### config.mk
export PLATFORM = sky130hd
export DESIGN_NAME = pulse_handshake_tx
export DESIGN_NICKNAME = d
export VERILOG_FILES = /design/src/rtl/pulse_hs_pkg.sv /design/src/rtl/pulse_handshake_tx_sync_chain.sv /design/src/rtl/pulse_handshake_tx.sv
export SDC_FILE = /design/constraint.sdc
export NUM_CORES = 1
export LEC_CHECK = 0
export CORE_MARGIN = 3
export CORE_UTILIZATION = 27
export CTS_CLUSTER_DIAMETER = 60
export DETAILED_ROUTE_END_ITERATION = 16
export MAX_ROUTING_LAYER = met4
export PLACE_DENSITY = 0.57
export SLEW_MARGIN = 0
export SYNTH_ARGS = -nofsm -noshare
export SYNTH_HDL_FRONTEND = slang
export SYNTH_HIERARCHICAL = 1
export SYNTH_SLANG_ARGS = --single-unit
### constraint.sdc
create_clock -name clk50 -period 3.3 [get_ports clk50]
set_input_delay 0.33 -clock clk50 [delete_from_list [all_inputs] [get_ports clk50]]
set_output_delay 0.33 -clock clk50 [all_outputs]
set_load 0.01 [all_outputs]
### src/rtl/pulse_hs_pkg.sv
// ---------------------------------------------------------------------------
// pulse_hs_pkg
// Shared types and default parameter values for the pulse handshake sender
// and its ack synchronizer.
//   hs_state_t       : 4-phase handshake FSM states
//   SYNC_STAGES_DEF  : default ack synchronizer depth
//   PEND_W_DEF       : default pending-event counter width
//   TIMEOUT_CYC_DEF  : default per-phase timeout (only with PULSE_HS_TIMEOUT_EN)
// ---------------------------------------------------------------------------
package pulse_hs_pkg;

  typedef enum logic [1:0] {
    IDLE   = 2'd0,
    REQ_HI = 2'd1,
    ACK_LO = 2'd2
  } hs_state_t;

  localparam int SYNC_STAGES_DEF = 2;
  localparam int PEND_W_DEF      = 4;
  localparam int TIMEOUT_CYC_DEF = 1024;

endpackage

### src/rtl/pulse_handshake_tx_sync_chain.sv
// ---------------------------------------------------------------------------
// sync_chain
// Multi-flop synchronizer for a single asynchronous level. Reusable for any
// crossing into the clk50 domain.
// Ports:
//   clk50   in  : destination clock
//   reset_n in  : synchronous active-low reset, clears every stage
//   d       in  : asynchronous input level
//   q       out : d delayed by STAGES clk50 edges
// Parameters:
//   STAGES  : number of flops in the chain (>= 2)
// ---------------------------------------------------------------------------
module sync_chain #(
  parameter int STAGES = 2
) (
  input  logic clk50,
  input  logic reset_n,
  input  logic d,
  output logic q
);

  logic [STAGES-1:0] sync_q;

  // NOTE: reset is synchronous, so it is sampled inside the clocked block
  // rather than listed in the sensitivity list.
  always_ff @(posedge clk50) begin
    if (!reset_n) begin
      sync_q <= '0;
    end else begin
      sync_q <= {sync_q[STAGES-2:0], d};
    end
  end

  assign q = sync_q[STAGES-1];

endmodule

### src/rtl/pulse_handshake_tx.sv
// ---------------------------------------------------------------------------
// pulse_handshake_tx
// Sending end of a 4-phase req/ack crossing. Single-cycle event pulses in
// the clk50 domain are queued in a saturating counter and each one is sent
// to a slow/asynchronous consumer as a full req/ack handshake.
// Ports:
//   clk50       in  : system clock, all logic on posedge
//   reset_n     in  : synchronous active-low reset
//   pulse_in    in  : single-cycle event to transmit
//   clr_err     in  : single-cycle clear of sticky flags
//   async_ack   in  : ack from consumer domain (asynchronous)
//   req_out     out : registered request level
//   busy        out : handshake in progress (state != IDLE)
//   pending_cnt out : events queued but not yet launched
//   overflow    out : sticky, an event was dropped at a full queue
//   timeout_err out : sticky, a handshake phase was abandoned
// Configuration macro:
//   PULSE_HS_TIMEOUT_EN : enables the per-phase timeout counter. When
//   undefined the FSM waits indefinitely and timeout_err is tied 0.
// ---------------------------------------------------------------------------
module pulse_handshake_tx
  import pulse_hs_pkg::*;
#(
  parameter int SYNC_STAGES = SYNC_STAGES_DEF,
  parameter int PEND_W      = PEND_W_DEF,
  parameter int TIMEOUT_CYC = TIMEOUT_CYC_DEF
) (
  input  logic              clk50,
  input  logic              reset_n,
  input  logic              pulse_in,
  input  logic              clr_err,
  input  logic              async_ack,
  output logic              req_out,
  output logic              busy,
  output logic [PEND_W-1:0] pending_cnt,
  output logic              overflow,
  output logic              timeout_err
);

  localparam logic [PEND_W-1:0] PEND_MAX = {PEND_W{1'b1}};

  hs_state_t         state_q;
  logic              req_q;
  logic              ack_s;
  logic              launch;
  logic [PEND_W-1:0] pend_q;
  logic [PEND_W-1:0] pend_d;
  logic              ovf_set;
  logic              ovf_q;
  logic              to_set;

  sync_chain #(
    .STAGES (SYNC_STAGES)
  ) u_ack_sync (
    .clk50   (clk50),
    .reset_n (reset_n),
    .d       (async_ack),
    .q       (ack_s)
  );

  // A fresh pulse launches immediately when idle, without passing through
  // the queue, so an empty idle sender adds no extra latency.
  assign launch = (state_q == IDLE) && ((pend_q != '0) || pulse_in);

`ifdef PULSE_HS_TIMEOUT_EN
  localparam int PHASE_W = $clog2(TIMEOUT_CYC + 1);

  logic [PHASE_W-1:0] phase_q;
  logic               expired;
  logic               advance;

  // phase_q counts edges spent in the current phase; the phase is given up
  // on the TIMEOUT_CYC-th edge after entry.
  assign expired = (phase_q == PHASE_W'(TIMEOUT_CYC - 1));
  assign to_set  = expired && (((state_q == REQ_HI) && !ack_s) ||
                               ((state_q == ACK_LO) &&  ack_s));
  assign advance = ((state_q == REQ_HI) && ack_s) ||
                   ((state_q == ACK_LO) && !ack_s) || to_set;

  always_ff @(posedge clk50) begin
    if (!reset_n) begin
      phase_q <= '0;
    end else if ((state_q == IDLE) || advance) begin
      phase_q <= '0;
    end else begin
      phase_q <= phase_q + 1'b1;
    end
  end
`else
  localparam int unused_timeout_cyc = TIMEOUT_CYC;

  assign to_set = 1'b0;
`endif

  // Handshake FSM; req_out is produced directly by a flop so the consumer
  // never sees a combinational glitch.
  // NOTE: sequential state uses non-blocking assignments so every flop
  // samples pre-edge values regardless of statement order.
  always_ff @(posedge clk50) begin
    if (!reset_n) begin
      state_q <= IDLE;
      req_q   <= 1'b0;
    end else begin
      case (state_q)
        IDLE: begin
          if (launch) begin
            state_q <= REQ_HI;
            req_q   <= 1'b1;
          end
        end
        REQ_HI: begin
          if (ack_s) begin
            state_q <= ACK_LO;
            req_q   <= 1'b0;
          end
`ifdef PULSE_HS_TIMEOUT_EN
          else if (to_set) begin
            state_q <= IDLE;
            req_q   <= 1'b0;
          end
`endif
        end
        ACK_LO: begin
          if (!ack_s || to_set) begin
            state_q <= IDLE;
          end
        end
        default: begin
          state_q <= IDLE;
          req_q   <= 1'b0;
        end
      endcase
    end
  end

  // Pending counter: +pulse_in -launch, saturating at PEND_MAX. A launch
  // without a pulse only happens with a non-empty queue, so no underflow.
  // NOTE: every always_comb output gets a default first so no path can
  // leave it unassigned and infer a latch.
  always_comb begin
    pend_d  = pend_q;
    ovf_set = 1'b0;
    if (pulse_in && !launch) begin
      if (pend_q == PEND_MAX) begin
        ovf_set = 1'b1;
      end else begin
        pend_d = pend_q + 1'b1;
      end
    end else if (!pulse_in && launch) begin
      pend_d = pend_q - 1'b1;
    end
  end

  always_ff @(posedge clk50) begin
    if (!reset_n) begin
      pend_q <= '0;
      ovf_q  <= 1'b0;
    end else begin
      pend_q <= pend_d;
      // Set has priority over clear so a coincident drop is never lost.
      if (ovf_set) begin
        ovf_q <= 1'b1;
      end else if (clr_err) begin
        ovf_q <= 1'b0;
      end
    end
  end

`ifdef PULSE_HS_TIMEOUT_EN
  logic to_q;

  always_ff @(posedge clk50) begin
    if (!reset_n) begin
      to_q <= 1'b0;
    end else if (to_set) begin
      to_q <= 1'b1;
    end else if (clr_err) begin
      to_q <= 1'b0;
    end
  end

  assign timeout_err = to_q;
`else
  assign timeout_err = 1'b0;
`endif

  assign req_out     = req_q;
  assign busy        = (state_q != IDLE);
  assign pending_cnt = pend_q;
  assign overflow    = ovf_q;

endmodule

Word-level counts from Yosys, hierarchy flattened
Index checks and enable logic that the tools add are counted.
{"block": "totals", "register_bits": 10, "input_bits": 5, "wordCells": 43}
{"block": "classes", "add_sub_neg": 2, "n_eq_ne": 7, "mux": 14, "n_bitwise": 1, "n_reduce_logical": 14}
{"op": "2-to-1 mux 4 bit", "n": 3}
{"op": "2-to-1 mux 1 bit", "n": 6}
{"op": "2-to-1 mux 2 bit", "n": 3}
{"op": "inequality test 2 bit (second input constant)", "n": 3}
{"op": "one-hot mux 2 bit (3 select lines)", "n": 1}
{"op": "AND reduction 3 bit", "n": 2}
{"op": "nonzero test 2 bit", "n": 3}
{"op": "adder 4 x 1 -> 4 bit (second input constant)", "n": 1}
{"op": "equality test 4 bit (second input constant)", "n": 1}
{"op": "nonzero test 4 bit", "n": 1}
{"op": "subtractor 4 x 1 -> 4 bit (second input constant)", "n": 1}
{"op": "logical AND 1 bit", "n": 3}
{"op": "one-hot mux 1 bit (3 select lines)", "n": 1}
{"op": "equality test 2 x 1 -> 1 bit (second input constant)", "n": 1}
{"op": "equality test 2 bit (second input constant)", "n": 1}
{"op": "zero test 1 bit", "n": 2}
{"op": "zero test 2 bit", "n": 1}
{"op": "inequality test 2 x 1 -> 1 bit (second input constant)", "n": 1}
{"op": "AND reduction 2 bit", "n": 1}
{"op": "logical OR 1 bit", "n": 1}
{"op": "NOT 1 bit", "n": 1}

Longest topological paths before layout
{"block": "logic_depth", "ltp_word": 7, "depth_mapped": 6, "mapped_depth_nobuf": 6}

Cells and area by module
Netlist, hierarchy kept.
{"mod": "pulse_handshake_tx", "instances": 1, "cells_each": 47, "area_each_um2": 467.9, "seq_area_each_um2": 160.2}
{"mod": "sync_chain", "instances": 1, "cells_each": 4, "area_each_um2": 52.6, "seq_area_each_um2": 40.0}

Least setup slack after synthesis
No wires, ideal clock.
{"block": "synth_path", "kind": "flip-flop to flip-flop", "start": "register state_q[1]", "end": "register pend_q[3] (netlist: pending_cnt[3])", "setup_time_ns": 0.072, "t_arrival_ns": 1.657, "required_ns": 3.228, "setup_slack_ns": 1.572, "stages_incl_launch_ff": 7, "synth_period_minus_slack_ns": 1.728, "cell_sequence": "dfxtp_1 o21ai_1 ha_1 a21oi_1 a211oi_1 a31oi_1 mux2i_1"}
{"block": "synth_via", "elab_chain_cells": 6, "word_cells_on_any_way": 9, "cone_classes": "eq/ne (1); mux (1); reduce/logical (7)"}
{"item": "start, declared", "line": "pulse_handshake_tx.sv:42", "source": "hs_state_t state_q;"}
{"item": "start signal, assigned", "line": "pulse_handshake_tx.sv:101", "source": "state_q <= IDLE;"}
{"item": "start signal, assigned", "line": "pulse_handshake_tx.sv:107", "source": "state_q <= REQ_HI;"}
{"item": "start signal, assigned", "line": "pulse_handshake_tx.sv:113", "source": "state_q <= ACK_LO;"}
{"item": "zero test 2 bit (*)", "line": "pulse_handshake_tx.sv:63", "source": "assign launch = (state_q == IDLE) && ((pend_q != '0) || pulse_in);"}
{"item": "logical AND 1 bit (*)", "line": "pulse_handshake_tx.sv:63"}
{"item": "zero test 1 bit", "line": "pulse_handshake_tx.sv:143", "source": "if (pulse_in && !launch) begin"}
{"item": "logical AND 1 bit", "line": "pulse_handshake_tx.sv:143"}
{"item": "inequality test 2 bit (no source line) or nonzero test 2 bit (tied branches)"}
{"item": "AND reduction 2 bit (no source line)"}
{"item": "end signal, assigned", "line": "pulse_handshake_tx.sv:159", "source": "pend_q <= pend_d;"}
{"item": "end, declared", "line": "pulse_handshake_tx.sv:46", "source": "logic [PEND_W-1:0] pend_q;"}
Every way passes the cells marked *; elsewhere a longest branch is shown, timed or not.
A chain may end at the register's enable or synchronous reset.

Worst setup path after layout
{"block": "layout_path", "start": "input pulse_in", "end": "register pend_q[3] (netlist: pending_cnt[3])"}
{"block": "layout_via", "elab_chain_cells": 6, "word_cells_on_any_way": 10, "cone_classes": "eq/ne (1); mux (1); reduce/logical (8)"}
{"item": "start, declared", "line": "pulse_handshake_tx.sv:30", "source": "input logic pulse_in,"}
{"item": "logical OR 1 bit", "line": "pulse_handshake_tx.sv:63"}
{"item": "logical AND 1 bit", "line": "pulse_handshake_tx.sv:63"}
{"item": "zero test 1 bit", "line": "pulse_handshake_tx.sv:143"}
{"item": "logical AND 1 bit", "line": "pulse_handshake_tx.sv:143"}
{"item": "inequality test 2 bit (no source line) or nonzero test 2 bit (tied branches)"}
{"item": "AND reduction 2 bit (no source line)"}
Parallel ways exist; a longest one is shown, timed or not.

==> results.toml <==
[pwr]
p_total_uw = 569
powerDensity_mw_per_mm2 = 825
p_leak_nw = 0.285
ir_worst_vdd_mv = 0.362

[route]
drtPass1Iterations = 4
wl_per_cell_um = 9.74
detail-route-antenna-nets = 0
drc_errors = 0
drt_iter0_drc = 5
viasPerCell = 4.43
routed_wl_um = 877
vias = 399

[setup_path]
rr_worst_depth = 6
path_depth = 7
crit_fanout = 5
critPathMaxStageDelay_ns = 0.46
crit_family = "compound AO/OA/AOI/OAI gates"
worstSetupPathType = "in2reg"
r2r_end = "pending_cnt[3]"
worstReg2RegStart = "state_q[1]"
cp_cell_sequence = "clkdlybuf4s50_1, o21ai_1, ha_1, a21oi_1, a211oi_1, a31oi_1, mux2i_1"
path_buf_inv = 1
crit_arrival_ns = 2.11
cp-startpoint = "pulse_in"
endpoint = "pending_cnt[3]"
required_ns = 3.50
worstSetupStartpointType = "input port"
cp_slowest_cell = "clkdlybuf4s50_1"
endpoint_kind = "flop"
reg2reg_slack_ns = 1.42

[layout]
final_common_cell = "clkdlybuf4s50_1"
syn2layout_area_growth_pct = 32.7
fin_area_um2 = 691
drive_gt1_share_pct = 10.8
antenna_cells = 0
nNetsFinal = 74
final_cell_mix = "clkdlybuf4s50_1, dfxtp_1, and2_1"

[clock_tree]
hold_buffers = 0
cts_tree = "built"
cts_buffer_depth = 2
postCtsSetupRepairBufs = 0
htreeDepth = 1
cts.sinks = 10
clk_latency_ns = 0.26
post_cts_resize_count = 0
clock-root-buffer = "clkbuf_4"
path_clk_slew_ns = 0.07
numCtsBuffers = 3

[grt]
antenna_found_initial = 0
grtUsageTotal_pct = 9.57
grt_pass1_vias = 407
overflow = 0
grt_max_degree = 12
grt_pass1_wl_mm = 1.74

[place]
place.gp.congestion = 0.738
numPortBuffers = 11
place_area_um2 = 654
dp_hpwl_um = 677

[worst_hold_path]
hp-class = "reg2reg"

[die]
die_w_um = 49.9
design.core.area_mm2 = 0.00176
initial_core_util_pct = 29.5
die_area_mm2 = 0.00249
die_h_um = 49.9
ios = 13
row_count = 15

[synth]
syn-cell-area_um2 = 520
yosysTopAreaCell = "dfxtp_1"
ys_seq_area_share_pct = 38.5
ys_seq_elements = 10
syn_avg_cell_area_um2 = 10.2
synth_nets = 59
ys_types = 29
yosys-top-cells-area = "dfxtp_1, and2_1, ha_1"
synth_cells = 51
ys_warn_count = 6
synth_top_area_share_pct = 38.5

[timing]
rsz0062_at_grt = "no"
setup_viol = 0
slew_violations = 0
hold_viol_final = 0
fin_setup_tns_ns = 0
fmax_mhz = 523
post-route-period-util_pct = 57.9
fin_worst_skew_ns = 0.000712
min_period_ns = 1.91

[flow_run]
drv_cap = 0

[status]
status = "finished, final reports clean"
stage by stage:
stage	setup WS (ns)	hold WS, ns	utilization [%]	cells
3_5_place_dp	1.11	0.421	37.1	86
6_report	1.39	0.443	39.1	90
4_1_cts	1.38	0.440	39.1	90
3_3_place_gp	1.13	0.419	37.1	86
5_1_grt	1.23	0.488	39.1	90
2_1_floorplan	1.57	0.412	-	51
area by class of cell:
| class | instances | area (um2) |
|---|---|---|
| clock buffers | 4 | 36.3 |
| fillers | 203 | 1070 |
| inverters | 2 | 7.51 |
| multi-input cells | 38 | 305 |
| flip-flops and latches | 10 | 200 |
| well taps | 25 | 31.3 |
| repair buffers | 11 | 110 |
sequential cells by signal, summed over array words and instances, names as in the netlist:
name               count
state_q                2
pending_cnt            4
overflow               1
u_ack_sync/sync_q      2
req_out                1
metal layers:
metal	up-vias	track usage, %	share of wire, %
met3	2	4.83	7.5
met4	0	4.15	0.91
met5	-	-	0
met1	176	11.7	50
met2	13	13.0	41
li1	208	-	-
where the power goes:
part	switching (mW)	internal [mW]	total, mW
logic	0.111	0.147	0.258
clock network	0.0424	0.0670	0.109
registers	0.0513	0.150	0.202
synthesized netlist by cell type (all sizes together):
master   n
dfxtp   10
and2     4
nand2    3
o21ai    3
ha       2
inv      2
mux2i    2
nand2b   2
nor2     2
nor2b    2
xor2     2
a211oi   1
a21oi    1
a22oi    1
a31oi    1
a32o     1
and3     1
and4     1
buf      1
conb     1
fa       1
nand3    1
nor3b    1
nor4     1
o211a    1
o22ai    1
or3      1
xnor2    1
worst min-delay path by stage:
stage                              start  depth (start not counted)  slack, ns              endpoint
global route        u_ack_sync/sync_q[0]                          1       0.49  u_ack_sync/sync_q[1]
finish              u_ack_sync/sync_q[0]                          1       0.44  u_ack_sync/sync_q[1]
CTS                 u_ack_sync/sync_q[0]                          1       0.44  u_ack_sync/sync_q[1]
global placement    u_ack_sync/sync_q[0]                          1       0.42  u_ack_sync/sync_q[1]
floorplan           u_ack_sync/sync_q[0]                          1       0.41  u_ack_sync/sync_q[1]
detailed placement  u_ack_sync/sync_q[0]                          1       0.42  u_ack_sync/sync_q[1]
worst register-to-register path: stages (launching register included):
cell and delay (ns):
dfxtp_1 0.36, o21ai_1 0.42, ha_1 0.36, a21oi_1 0.18, a211oi_1 0.09, a31oi_1 0.21, mux2i_1 0.19
cell families after synthesis:
kind of cell | count (synthesis) | synth area share [%]
AO/OA/AOI/OAI | 10 | 15.6
XOR/XNOR | 3 | 5.05
adder cells (fa/ha/maj) | 3 | 8.65
buffers and inverters | 3 | 2.89
flip-flops | 10 | 38.5
multiplexers | 2 | 3.85
other | 1 | 0.720
AND/OR/NAND/NOR | 19 | 24.8
(Power assumes the default switching activity.)
